## src/rtl/payload_receiver_pkg.sv

```systemverilog
// Event codes shared by the inbound/outbound payload paths, plus receiver FSM state type.
package payload_receiver_pkg;

  localparam logic [7:0] EVENT_GAME_STATUS = 8'hAD;
  localparam logic [7:0] EVENT_CMD_C1      = 8'hC1;
  localparam logic [7:0] EVENT_CMD_C2      = 8'hC2;
  localparam logic [7:0] EVENT_CMD_C3      = 8'hC3;

  typedef enum logic {
    ST_IDLE      = 1'b0,
    ST_RECEIVING = 1'b1
  } rx_state_e;

endpackage

```

## src/rtl/payload_receiver_if.sv

```systemverilog
// Byte stream from the UART RX core in, assembled payload and status pulses out.
interface payload_receiver_if #(
  parameter int RECV_BYTES_QTD = 4
);

  logic [7:0]                  dado_recebido;
  logic                        dado_valido;
  logic [RECV_BYTES_QTD*8-1:0] buffer_recebido;
  logic                        pacote_pronto;
  logic                        erro_timeout;
  logic                        ocupado;

  modport master (
    output dado_recebido,
    output dado_valido,
    input  buffer_recebido,
    input  pacote_pronto,
    input  erro_timeout,
    input  ocupado
  );

  modport slave (
    input  dado_recebido,
    input  dado_valido,
    output buffer_recebido,
    output pacote_pronto,
    output erro_timeout,
    output ocupado
  );

endinterface

```

## src/rtl/payload_receiver_inter_byte_timer.sv

```systemverilog
// Counts idle cycles between bytes; expired_o flags the cycle whose edge ends the allowed gap.
// Saturating counter, so a stalled enable never wraps back into a false restart.
module payload_receiver_inter_byte_timer #(
  parameter int TIMEOUT_CYCLES = 50000
) (
  input  logic clock,
  input  logic reset,
  input  logic clear_i,
  input  logic enable_i,
  output logic expired_o
);

  localparam int TW = $clog2(TIMEOUT_CYCLES + 1);
  localparam logic [TW-1:0] TIMER_LAST = TW'(TIMEOUT_CYCLES - 1);
  localparam logic [TW-1:0] TIMER_MAX  = TW'(TIMEOUT_CYCLES);

  logic [TW-1:0] timer_q, timer_d;

  always_comb begin
    timer_d = timer_q;
    if (clear_i) begin
      timer_d = '0;
    end else if (enable_i && (timer_q != TIMER_MAX)) begin
      timer_d = timer_q + 1'b1;
    end
  end

  always_ff @(posedge clock or negedge reset) begin
    if (!reset) begin
      timer_q <= '0;
    end else begin
      timer_q <= timer_d;
    end
  end

  assign expired_o = enable_i && (timer_q == TIMER_LAST);

endmodule

```

## src/rtl/payload_receiver.sv

```systemverilog
// Waits for EVENT_CODE, then gathers RECV_BYTES_QTD payload bytes into buffer_recebido (first byte in MSBs).
// Partial packets are dropped when the inter-byte gap reaches TIMEOUT_CYCLES.
module payload_receiver
  import payload_receiver_pkg::*;
#(
  parameter logic [7:0] EVENT_CODE     = EVENT_CMD_C1,
  parameter int         RECV_BYTES_QTD = 4,
  parameter int         TIMEOUT_CYCLES = 50000
) (
  input  logic               clock,
  input  logic               reset,
  payload_receiver_if.slave  rx
);

  localparam int W  = RECV_BYTES_QTD * 8;
  localparam int CW = $clog2(RECV_BYTES_QTD + 1);
  localparam logic [CW-1:0] CNT_LAST = CW'(RECV_BYTES_QTD - 1);

  rx_state_e     state_q, state_d;
  logic [CW-1:0] cnt_q, cnt_d;
  logic [W-1:0]  shift_q, shift_d;
  logic [W-1:0]  buf_q, buf_d;
  logic          pronto_q, pronto_d;
  logic          tout_q, tout_d;
  logic [W-1:0]  shift_nx;
  logic          timer_clear, timer_en, timer_expired;

  payload_receiver_inter_byte_timer #(
    .TIMEOUT_CYCLES (TIMEOUT_CYCLES)
  ) u_timer (
    .clock     (clock),
    .reset     (reset),
    .clear_i   (timer_clear),
    .enable_i  (timer_en),
    .expired_o (timer_expired)
  );

  assign shift_nx = (shift_q << 8) | W'(rx.dado_recebido);

  always_comb begin
    state_d     = state_q;
    cnt_d       = cnt_q;
    shift_d     = shift_q;
    buf_d       = buf_q;
    pronto_d    = 1'b0;
    tout_d      = 1'b0;
    timer_clear = 1'b0;
    timer_en    = 1'b0;
    case (state_q)
      ST_IDLE: begin
        if (rx.dado_valido && (rx.dado_recebido == EVENT_CODE)) begin
          state_d     = ST_RECEIVING;
          cnt_d       = '0;
          timer_clear = 1'b1;
        end
      end
      ST_RECEIVING: begin
        // A strobe always beats a coincident timer expiry.
        if (rx.dado_valido) begin
          timer_clear = 1'b1;
          shift_d     = shift_nx;
          if (cnt_q == CNT_LAST) begin
            buf_d    = shift_nx;
            pronto_d = 1'b1;
            cnt_d    = '0;
            state_d  = ST_IDLE;
          end else begin
            cnt_d = cnt_q + 1'b1;
          end
        end else begin
          timer_en = 1'b1;
          if (timer_expired) begin
            tout_d      = 1'b1;
            cnt_d       = '0;
            timer_clear = 1'b1;
            state_d     = ST_IDLE;
          end
        end
      end
      default: state_d = ST_IDLE;
    endcase
  end

  always_ff @(posedge clock or negedge reset) begin
    if (!reset) begin
      state_q  <= ST_IDLE;
      cnt_q    <= '0;
      shift_q  <= '0;
      buf_q    <= '0;
      pronto_q <= 1'b0;
      tout_q   <= 1'b0;
    end else begin
      state_q  <= state_d;
      cnt_q    <= cnt_d;
      shift_q  <= shift_d;
      buf_q    <= buf_d;
      pronto_q <= pronto_d;
      tout_q   <= tout_d;
    end
  end

  assign rx.buffer_recebido = buf_q;
  assign rx.pacote_pronto   = pronto_q;
  assign rx.erro_timeout    = tout_q;
  assign rx.ocupado         = (state_q == ST_RECEIVING);

endmodule

```

## src/flat_wrapper.sv

```systemverilog
// flat-port wrapper written by rule: the top's interface ports become plain ports
module payload_receiver_flat import payload_receiver_pkg::*;
#(
  parameter logic [7:0] EVENT_CODE     = EVENT_CMD_C1,
  parameter int         RECV_BYTES_QTD = 4,
  parameter int         TIMEOUT_CYCLES = 50000
)
  (clock, reset, rx_dado_recebido, rx_dado_valido, rx_buffer_recebido, rx_pacote_pronto, rx_erro_timeout, rx_ocupado);
  payload_receiver_if #(.RECV_BYTES_QTD(RECV_BYTES_QTD)) rx_i ();
  input  logic clock;
  input  logic reset;
  input wire logic [$bits(rx_i.dado_recebido)-1:0] rx_dado_recebido;
  input wire logic [$bits(rx_i.dado_valido)-1:0] rx_dado_valido;
  output wire logic [$bits(rx_i.buffer_recebido)-1:0] rx_buffer_recebido;
  output wire logic [$bits(rx_i.pacote_pronto)-1:0] rx_pacote_pronto;
  output wire logic [$bits(rx_i.erro_timeout)-1:0] rx_erro_timeout;
  output wire logic [$bits(rx_i.ocupado)-1:0] rx_ocupado;
  assign rx_i.dado_recebido = rx_dado_recebido;
  assign rx_i.dado_valido = rx_dado_valido;
  assign rx_buffer_recebido = rx_i.buffer_recebido;
  assign rx_pacote_pronto = rx_i.pacote_pronto;
  assign rx_erro_timeout = rx_i.erro_timeout;
  assign rx_ocupado = rx_i.ocupado;
  payload_receiver #(.EVENT_CODE(EVENT_CODE), .RECV_BYTES_QTD(RECV_BYTES_QTD), .TIMEOUT_CYCLES(TIMEOUT_CYCLES)) u_core (.clock(clock), .reset(reset), .rx(rx_i));
endmodule
```

## config.mk

```make
export PLATFORM = sky130hd
export DESIGN_NAME = payload_receiver_flat
export DESIGN_NICKNAME = d
export VERILOG_FILES = /design/src/rtl/payload_receiver_pkg.sv /design/src/rtl/payload_receiver_if.sv /design/src/rtl/payload_receiver_inter_byte_timer.sv /design/src/rtl/payload_receiver.sv /design/src/flat_wrapper.sv
export SDC_FILE = /design/constraint.sdc
export NUM_CORES = 1
export LEC_CHECK = 0
export ABC_AREA = 1
export CORE_MARGIN = 2
export CORE_UTILIZATION = 50
export CTS_CLUSTER_DIAMETER = 30
export DETAILED_ROUTE_END_ITERATION = 7
export PLACE_DENSITY = 0.73
export SETUP_SLACK_MARGIN = 0.3
export SKIP_LAST_GASP = 1
export SLEW_MARGIN = 20
export SYNTH_ARGS = -nofsm -noshare
export SYNTH_HDL_FRONTEND = slang
export SYNTH_SLANG_ARGS = --single-unit
```

## constraint.sdc

```tcl
create_clock -name clock -period 1.6 [get_ports clock]
set_input_delay 0.16 -clock clock [delete_from_list [all_inputs] [get_ports clock]]
set_output_delay 0.16 -clock clock [all_outputs]
set_load 0.02 [all_outputs]
```

==> results of run 1 <==
==> registers in the layout, summed over array words and instances, names as in the netlist <==
name	flops
u_core.cnt_q	3
u_core.rx.buffer_recebido	32
u_core.rx.erro_timeout	1
u_core.rx.ocupado	1
u_core.rx.pacote_pronto	1
u_core.shift_q	24
u_core.u_timer.timer_q	16
==> metal layers <==
layer	wire length (um)	global-route usage (%)
met5	0	0
met4	525	10.2
met3	902	4.66
met2	5520	41.8
met1	4330	34.5
==> worst register-to-register path, stage by stage, from the launching register on <==
cell and delay (ns):
dfrtp_2 0.44, inv_2 0.09, ha_4 0.13, inv_2 0.02, nor2_1 0.10, nand2_1 0.07
nor2_2 0.13, nand2_2 0.13, buf_12 0.17, nand4_1 0.15, nand2_1 0.12, nor2_1 0.11
==> metrics by stage <==
stage / std cells / setup TNS [ns] / instance area (um^2) / power [mW] / util [%]
after floorplan: 444 / 0 / 3620 / 4.50 / -
after global placement: 591 / -0.0980 / 4270 / 5.55 / 62.2
after detailed placement: 591 / -0.864 / 4270 / 5.64 / 62.2
after CTS: 625 / 0 / 4920 / 7.10 / 71.7
after global routing: 637 / -1.01 / 5310 / 8.29 / 77.2
final: 637 / -0.177 / 5310 / 7.87 / 77.2
==> layout by cell type, fill, tap and decap left out, drive strengths merged, types with 5 or more instances in the layout <==
cell type | netlist | routed
buf | 13 | 50
nand4 | 5 | 5
dfrtp | 78 | 78
inv | 60 | 61
dlygate4sd2 | 0 | 32
o21ai | 50 | 50
nand2 | 143 | 146
nor2 | 52 | 52
nor3 | 6 | 6
clkbuf | 4 | 10
clkdlybuf4s50 | 0 | 8
nand3 | 28 | 28
==> cells in the mapped netlist, drive strengths merged <==
library cell,count
nand4,5
nor2,52
nand2,143
nor3,6
xor2,1
nand3,28
ha,3
dfrtp,78
buf,13
nand3b,1
inv,60
clkbuf,4
o21ai,50
==> logic make-up (layout without fill, tap and decap cells) <==
kind of cell	count (synthesis)	count (layout)	synth area share [%]
compound gates	50	50	6.97
simple gates	235	238	27.9
flops	78	78	54.4
xor+xnor	1	1	0.244
fa+ha+maj	3	3	1.05
buf+inv	77	171	9.44
==> final timing paths <==
check,startpoint,end,slack (ns),depth (start not counted)
hold reg to reg,u_core.rx.buffer_recebido[21],u_core.rx.buffer_recebido[21],0.48,2
setup reg to reg,u_core.u_timer.timer_q[0],u_core.u_timer.timer_q[11],-0.11,11
hold / removal,rx_dado_valido,u_core.cnt_q[2],0.25,3
max in group asynchronous,reset,u_core.u_timer.timer_q[0],0.91,3
setup / recovery,u_core.u_timer.timer_q[0],u_core.u_timer.timer_q[11],-0.11,11
min in group asynchronous,reset,u_core.u_timer.timer_q[2],0.33,3
==> power groups by stage <==
| stage | logic, mW | registers, mW | clock network (mW) |
|---|---|---|---|
| finish | 3.36 | 3.18 | 1.33 |
| global route | 3.61 | 3.25 | 1.43 |
| CTS | 2.74 | 3.08 | 1.28 |
| global placement | 2.50 | 3.05 | 0 |
| floorplan | 1.06 | 3.44 | 0 |
| detailed placement | 2.57 | 3.07 | 0 |
==> what timing repair did <==
action	CTS	global route
hold endpoints to repair	78	0
gates cloned	9	3
pin swaps	7	18
hold buffers	1	0
setup endpoints to repair	88	57
gates resized for setup	108	72
setup buffers	9	9
==> layout make-up <==
class | count | area (um^2)
inverter | 60 | 233
timing repair buffer | 96 | 1100
sequential | 78 | 1960
multi-input combinational | 292 | 1730
tap | 96 | 120
fill | 433 | 1560
clock inverter | 6 | 38.8
clock buffer | 9 | 124
==> flow_summary.yaml, run 1 <==
outcome:
  status: "finished, violations left"
  failed_checks: "negative setup slack"
sta:
  slew_violations: 0
  slew_headroom_pct: 72.2
  timing.final.crit_share_pct: 107
  setup_slack_ns: -0.114
  setup_viol: 6
  rsz0062_at_grt: "true"
  max_freq_mhz: 583
  hold_slack_ns: 0.245
  finalHoldViolations: 0
  tightest_slew_ns: 0.417
  finClkSkew_ns: 0.0132
  min_period_ns: 1.71
logic_synthesis:
  synth_area_leader_cell: "dfrtp_1"
  ys_ff_latch: 78
  synth_top_cell_area_share_pct: 54.4
  synth_warnings: 0
  syn_avg_cell_area_um2: 8.09
  yosys-top-cells-area: "dfrtp_1 54%, nand2_1 15%, inv_1 6.1%"
  synthCells: 444
  yosysSeqAreaShare_pct: 54.4
  ys_types: 21
  synth_area_um2: 3590
  synth_fp_nets: 458
power_and_ir_drop:
  comb_power_share_pct: 42.7
  p_int_mw: 4.55
  peakVddDrop_uv: 1250
  pwr-share-clk_pct: 16.8
  seqPwrFrac_pct: 40.4
  p_sw_mw: 3.31
  swShare_pct: 42.1
  power_leakage_nw: 2.62
  power_density_nw_per_um2: 1480
flow_run:
  cap_violations: 0
route:
  detail_route.iter0.violations: 359
  drtPass1Iterations: 6
  drt-wirelength-per-cell_um: 17.7
  drc: 0
  via_count: 3522
  vias_per_cell: 5.53
  wl_mm: 11.3
  ant_nets: 0
global_routing:
  grt_max_degree: 79
  grt_pass1_vias: 3137
  antenna_found_initial: 0
  grt_pass1_wl_mm: 15.3
  grtUsageTotal_pct: 25.8
  overflow: 0
placement:
  dpl.hpwl_mm: 5.22
  port_buffers: 45
  place_congestion: 0.857
  dp_slack_ns: -0.0712
final_layout:
  synthToLayoutAreaGrowth_pct: 47.8
  nNetsFinal: 551
  drive_gt1_share_pct: 31.4
  n_antenna_cell: 0
setup_path:
  cp_slowest_cell: "dfrtp_2"
  cp_max_fo: 8
  slowest_delay_ns: 0.44
  crit_chain: "inv_2 -> ha_4 -> inv_2 -> nor2_1 -> nand2_1 -> nor2_2 -> nand2_2 -> buf_12 -> nand4_1 -> nand2_1 -> nor2_1"
  critPathArrivalTime_ns: 2.01
  cp.buffers_inverters: 3
  crit_required_ns: 1.90
  worstSetupPathType: "reg2reg"
  start_kind: "flop"
  path_delay_family: "simple AND/OR/NAND/NOR gates"
  cp-end-kind: "flop"
clock_tree:
  cts_htree_levels: 3
  tritoncts: "done"
  cts.sinks: 78
  numCtsBuffers: 9
  clock_latency_ns: 0.38
  clkTransAtPathRegs_ns: 0.08
  clock_tree.root_cell: "clkbuf_8"
  ctsLongestPathBuffers: 2
die:
  die-width_um: 88.7
  ios: 46
  die-area_um2: 7880
  num_rows: 30
  initial_core_util_pct: 52.3
  core_area_um2: 6870
  die_h_um: 88.7
hold_path:
  hold_class: "in2reg"
(Power assumes the default switching activity.)
==> run 2: changes to the inputs <==
--- a/config.mk
+++ b/config.mk
@@ -6,7 +6,6 @@
 export NUM_CORES = 1
 export LEC_CHECK = 0
 export ABC_AREA = 1
-export CORE_MARGIN = 2
 export CORE_UTILIZATION = 50
 export CTS_CLUSTER_DIAMETER = 30
 export DETAILED_ROUTE_END_ITERATION = 7
==> run 2 against run 1 <==
Compared with the run above: the flow still finishes with violations (negative setup slack); clock power is 8% higher; maximum frequency is 3.6% higher; combinational power is 9.2% lower; clock-buffer cell count stayed put; critical endpoint is now u_core.u_timer.timer_q[14]; via count is 5.2% lower; wire length is 11% lower; core utilization is 2.7 points lower; critical path depth is 2 lower; hold slack worse by 0.0041 ns.
==> flow_summary.yaml, run 2 (same netlist as run 1, synthesis figures left out) <==
final_layout:
  drive_gt1_share_pct: 25.5
  n_antenna_cell: 0
  final_common_cell: "nand2_1"
  synthToLayoutAreaGrowth_pct: 42.6
  nNetsFinal: 555
  layout_common_cells: "118 x nand2_1, 77 x dfrtp_1, 50 x inv_1"
  final_area_um2: 5120
  largest_reg_flops: 32
placement:
  place_area_um2: 4270
  place_congestion: 0.884
  port_buffers: 45
  dpl.hpwl_mm: 5.29
power_and_ir_drop:
  power_leakage_nw: 2.58
  total_power_mw: 7.59
  power_density_nw_per_um2: 1480
  peakVddDrop_uv: 1230
route:
  detail_route.iter0.violations: 312
  drtPass1Iterations: 5
  drt-wirelength-per-cell_um: 15.6
  drc: 0
  wl_mm: 10.0
  via_count: 3339
  vias_per_cell: 5.20
  ant_nets: 0
clock_tree:
  clock_tree.root_cell: "clkbuf_8"
  tritoncts: "done"
  cts.sinks: 78
  clock_latency_ns: 0.36
  numCtsBuffers: 9
  cts_htree_levels: 3
  clkTransAtPathRegs_ns: 0.09
  ctsLongestPathBuffers: 2
setup_path:
  start_kind: "flop"
  r2r_cells: 9
  critPathArrivalTime_ns: 1.95
  worstSetupPathType: "reg2reg"
  reg2reg_from: "u_core.u_timer.timer_q[1]"
  crit_required_ns: 1.89
  cp_max_fo: 4
  cp-end-kind: "flop"
  startpoint: "u_core.u_timer.timer_q[1]"
global_routing:
  grt_pass1_vias: 3170
  grtUsageTotal_pct: 27.2
  overflow: 0
  antenna_found_initial: 0
  grt_max_degree: 29
  grt_pass1_wl_mm: 15.3
die:
  die-area_um2: 7520
  die_h_um: 86.7
  initial_core_util_pct: 52.3
  die-width_um: 86.7
  ios: 46
  num_rows: 30
  core_area_um2: 6870
sta:
  finalHoldViolations: 0
  finClkSkew_ns: 0.00807
  max_freq_mhz: 604
  tightest_slew_ns: 0.313
  min_period_ns: 1.66
  slew_headroom_pct: 79.2
  rsz0062_at_grt: "true"
  finalSetupTns_ns: -0.102
  timing.final.crit_share_pct: 103
  hold_slack_ns: 0.241
  slew_violations: 0
  setup_slack_ns: -0.0551
  setup_viol: 4
hold_path:
  hold_class: "in2async"
outcome:
  failed_checks: "negative setup slack"
  status: "finished, violations left"
flow_run:
  cap_violations: 0
## run 2: repair_timing
action                     in CTS  in global routing
setup buffers                  12                  8
hold endpoints to repair       45                  0
pin swaps                      10                 12
hold buffers                    1                  0
resized for setup             102                 27
gates cloned                   11                  0
setup endpoints to repair      87                 57
## run 2: layer usage
| layer | vias up | GRT usage (%) | share of wire [%] |
|---|---|---|---|
| met3 | 37 | 5.52 | 6.2 |
| li1 | 1576 | - | - |
| met1 | 1571 | 35.9 | 41 |
| met2 | 155 | 42.7 | 49 |
| met4 | 0 | 14.1 | 3.5 |
| met5 | - | 0 | 0 |
## run 2: power breakdown
part	internal (mW)	switching [mW]
Clock	0.601	0.835
Combinational	1.22	1.82
Sequential	2.65	0.452
Total	4.48	3.11
## run 2: worst paths after layout
check	slack, ns	end
max	-0.06	u_core.u_timer.timer_q[14]
min	0.24	u_core.u_timer.timer_q[2]
max reg2reg	-0.06	u_core.u_timer.timer_q[14]
min reg2reg	0.48	u_core.rx.buffer_recebido[25]
max in group asynchronous	0.84	u_core.rx.buffer_recebido[20]
min in group clock	0.36	u_core.cnt_q[2]
## run 2: through the flow
stage                     instances  setup WS (ns)  util [%]
after global routing            642         -0.112      74.6
after CTS                       634         0.0469      72.5
after global placement          594        -0.0227      62.2
final                           642        -0.0551      74.6
after detailed placement        594        -0.0801      62.2
after floorplan                 444          0.188         -
## run 2: critical path, cell delays in order, from the launching register on
cell	delay [ns]
dfrtp_1	0.41
ha_2	0.22
nand3_2	0.15
nor2_1	0.19
nand2_1	0.10
nor2_2	0.18
nand3_4	0.12
nand2_4	0.09
nand2_2	0.05
nor2_2	0.07
## run 2: area by class of cell
class | instances | area [um^2]
repair buffers | 100 | 1100
clock buffers | 9 | 124
flip-flops and latches | 78 | 1950
multi-input cells | 292 | 1530
fillers | 466 | 1750
inverters | 60 | 238
clock inverters | 7 | 63.8
well taps | 96 | 120
==> run 3: changes to the inputs <==
--- a/config.mk
+++ b/config.mk
@@ -7,12 +7,13 @@
 export LEC_CHECK = 0
 export ABC_AREA = 1
 export CORE_UTILIZATION = 50
+export CTS_BUF_LIST = sky130_fd_sc_hd__clkbuf_16
 export CTS_CLUSTER_DIAMETER = 30
 export DETAILED_ROUTE_END_ITERATION = 7
 export PLACE_DENSITY = 0.73
 export SETUP_SLACK_MARGIN = 0.3
 export SKIP_LAST_GASP = 1
-export SLEW_MARGIN = 20
+export SLEW_MARGIN = 40
 export SYNTH_ARGS = -nofsm -noshare
 export SYNTH_HDL_FRONTEND = slang
 export SYNTH_SLANG_ARGS = --single-unit
==> run 3 against run 2 <==
Compared with the run above: the flow still finishes with violations (negative setup slack); final area up 3.3%; clock power grew 42%; combinational power rose by 6%; register-to-register slack got worse by 0.06 ns; die area unchanged; maximum frequency decreased by 3.7%; final cell count decreased by 0.78%; power rose by 12%; via count increased by 4.3%; flip-flop and latch count is the same; global-route usage rose by 0.51 points; critical path type unchanged; largest cell class unchanged.
==> flow_summary.yaml, run 3 (same netlist as run 1, synthesis figures left out) <==
sta:
  max_freq_mhz: 582
  timing.final.crit_share_pct: 107
  slew_violations: 0
  rsz0062_at_grt: "true"
  finalHoldViolations: 0
  setup_slack_ns: -0.118
  min_period_ns: 1.72
  tightest_slew_ns: 0.328
  hold_slack_ns: 0.264
  finClkSkew_ns: 0.00602
  setup_viol: 29
  slew_headroom_pct: 78.1
setup_path:
  worstSetupPathType: "reg2reg"
  r2r_slack_ns: -0.12
  r2r_cells: 11
  critPathArrivalTime_ns: 2.00
  crit_chain: "inv_2 -> ha_4 -> inv_2 -> nor2_1 -> nand2_1 -> nor2_1 -> nand2_2 -> nand2_4 -> buf_4 -> nand3_1 -> nand2_1"
  cp-end-kind: "flop"
  slowest_delay_ns: 0.42
  cp_max_fo: 7
  cp.depth: 11
  crit_required_ns: 1.88
  path_delay_family: "simple AND/OR/NAND/NOR gates"
  crit_path_end: "u_core.u_timer.timer_q[15]"
  start_kind: "flop"
  cp_slowest_cell: "dfrtp_1"
  reg2reg_from: "u_core.u_timer.timer_q[0]"
  timing.rr.end: "u_core.u_timer.timer_q[15]"
  startpoint: "u_core.u_timer.timer_q[0]"
  cp.buffers_inverters: 3
die:
  ios: 46
  die-area_um2: 7520
  num_rows: 30
  die_h_um: 86.7
  die-width_um: 86.7
  core_area_um2: 6870
  initial_core_util_pct: 52.3
global_routing:
  grt_pass1_wl_mm: 15.5
  grt_pass1_vias: 3151
  overflow: 0
  antenna_found_initial: 0
  grtUsageTotal_pct: 27.7
  grt_max_degree: 29
final_layout:
  final_util_pct: 77.0
  layout_common_cells: "107 x nand2_1, 76 x dfrtp_1, 52 x inv_1"
  register_area_um2: 1950
  multi_input_area_um2: 1660
  fillers: 439
  nNetsFinal: 550
  largest_reg_flops: 32
  final_area_um2: 5290
  synthToLayoutAreaGrowth_pct: 47.3
  drive_gt1_share_pct: 28.8
  final_common_cell: "nand2_1"
  n_antenna_cell: 0
route:
  vias_per_cell: 5.47
  drtPass1Iterations: 7
  via_count: 3482
  ant_nets: 0
  wl_mm: 10.8
  drt-wirelength-per-cell_um: 16.9
  detail_route.iter0.violations: 372
  drc: 0
power_and_ir_drop:
  power_leakage_nw: 2.63
  total_power_mw: 8.49
  power_density_nw_per_um2: 1610
  peakVddDrop_uv: 1370
clock_tree:
  clock_latency_ns: 0.34
  cts.sinks: 78
  clock_tree.root_cell: "clkbuf_16"
  ctsLongestPathBuffers: 2
  numCtsBuffers: 9
  cts_htree_levels: 3
  clkTransAtPathRegs_ns: 0.07
  tritoncts: "done"
flow_run:
  cap_violations: 0
outcome:
  failed_checks: "negative setup slack"
  status: "finished, violations left"
placement:
  place_congestion: 0.884
  place_area_um2: 4270
  port_buffers: 45
  dpl.hpwl_mm: 5.29
hold_path:
  hold_class: "in2async"
[run 3: cell count changes in the layout (fill, tap and decap cells not counted), sizes merged]
cell / delta
inv: -1
dlygate4sd2: +2
clkbuf: +1
nand2: -2
buf: -3
clkdlybuf4s15: -3
clkinv: +1
[run 3: what timing repair did]
| item | 4_1_cts | 5_1_grt |
|---|---|---|
| hold buffers | 1 | 0 |
| gates cloned | 8 | 1 |
| buffers inserted | 10 | 7 |
| setup endpoints to repair | 87 | 54 |
| hold endpoints to repair | 20 | 0 |
| gates resized for setup | 102 | 65 |
| pin swaps | 4 | 9 |
[run 3: worst min path at each step]
stage / startpoint / end / slack, ns
final: reset / u_core.u_timer.timer_q[0] / 0.26
after detailed placement: reset / u_core.u_timer.timer_q[4] / 0.08
after global routing: reset / u_core.u_timer.timer_q[4] / 0.29
after global placement: reset / u_core.u_timer.timer_q[4] / 0.07
after CTS: reset / u_core.u_timer.timer_q[4] / 0.26
after floorplan: reset / u_core.cnt_q[0] / -0.14
[run 3: layout make-up]
class / instances / area share [%]
inverter: 60 / 4.45
multi-input combinational: 290 / 31.3
clock inverter: 7 / 1.21
sequential: 78 / 36.9
timing repair buffer: 97 / 19.5
clock buffer: 9 / 4.26
tap: 96 / 2.27
[run 3: per-layer routing]
| layer | GRT usage [%] | up-vias | wire (um) |
|---|---|---|---|
| met3 | 4.38 | 53 | 616 |
| met4 | 14.5 | 0 | 564 |
| met2 | 45.0 | 182 | 5350 |
| met5 | 0 | - | 0 |
| li1 | - | 1579 | - |
| met1 | 36.0 | 1668 | 4220 |
[run 3: report_power, final]
part / switching, mW / total [mW] / internal (mW)
Combinational: 1.90 / 3.22 / 1.32
Sequential: 0.567 / 3.23 / 2.66
Clock: 0.951 / 2.04 / 1.09
[run 3: metrics by stage]
| step | instances | worst slack (ns) | setup TNS [ns] |
|---|---|---|---|
| after floorplan | 444 | 0.188 | 0 |
| after global placement | 594 | -0.0227 | -0.112 |
| after detailed placement | 594 | -0.0801 | -1.22 |
| after CTS | 629 | 0.0410 | 0 |
| after global routing | 637 | -0.186 | -3.49 |
| final | 637 | -0.118 | -1.39 |
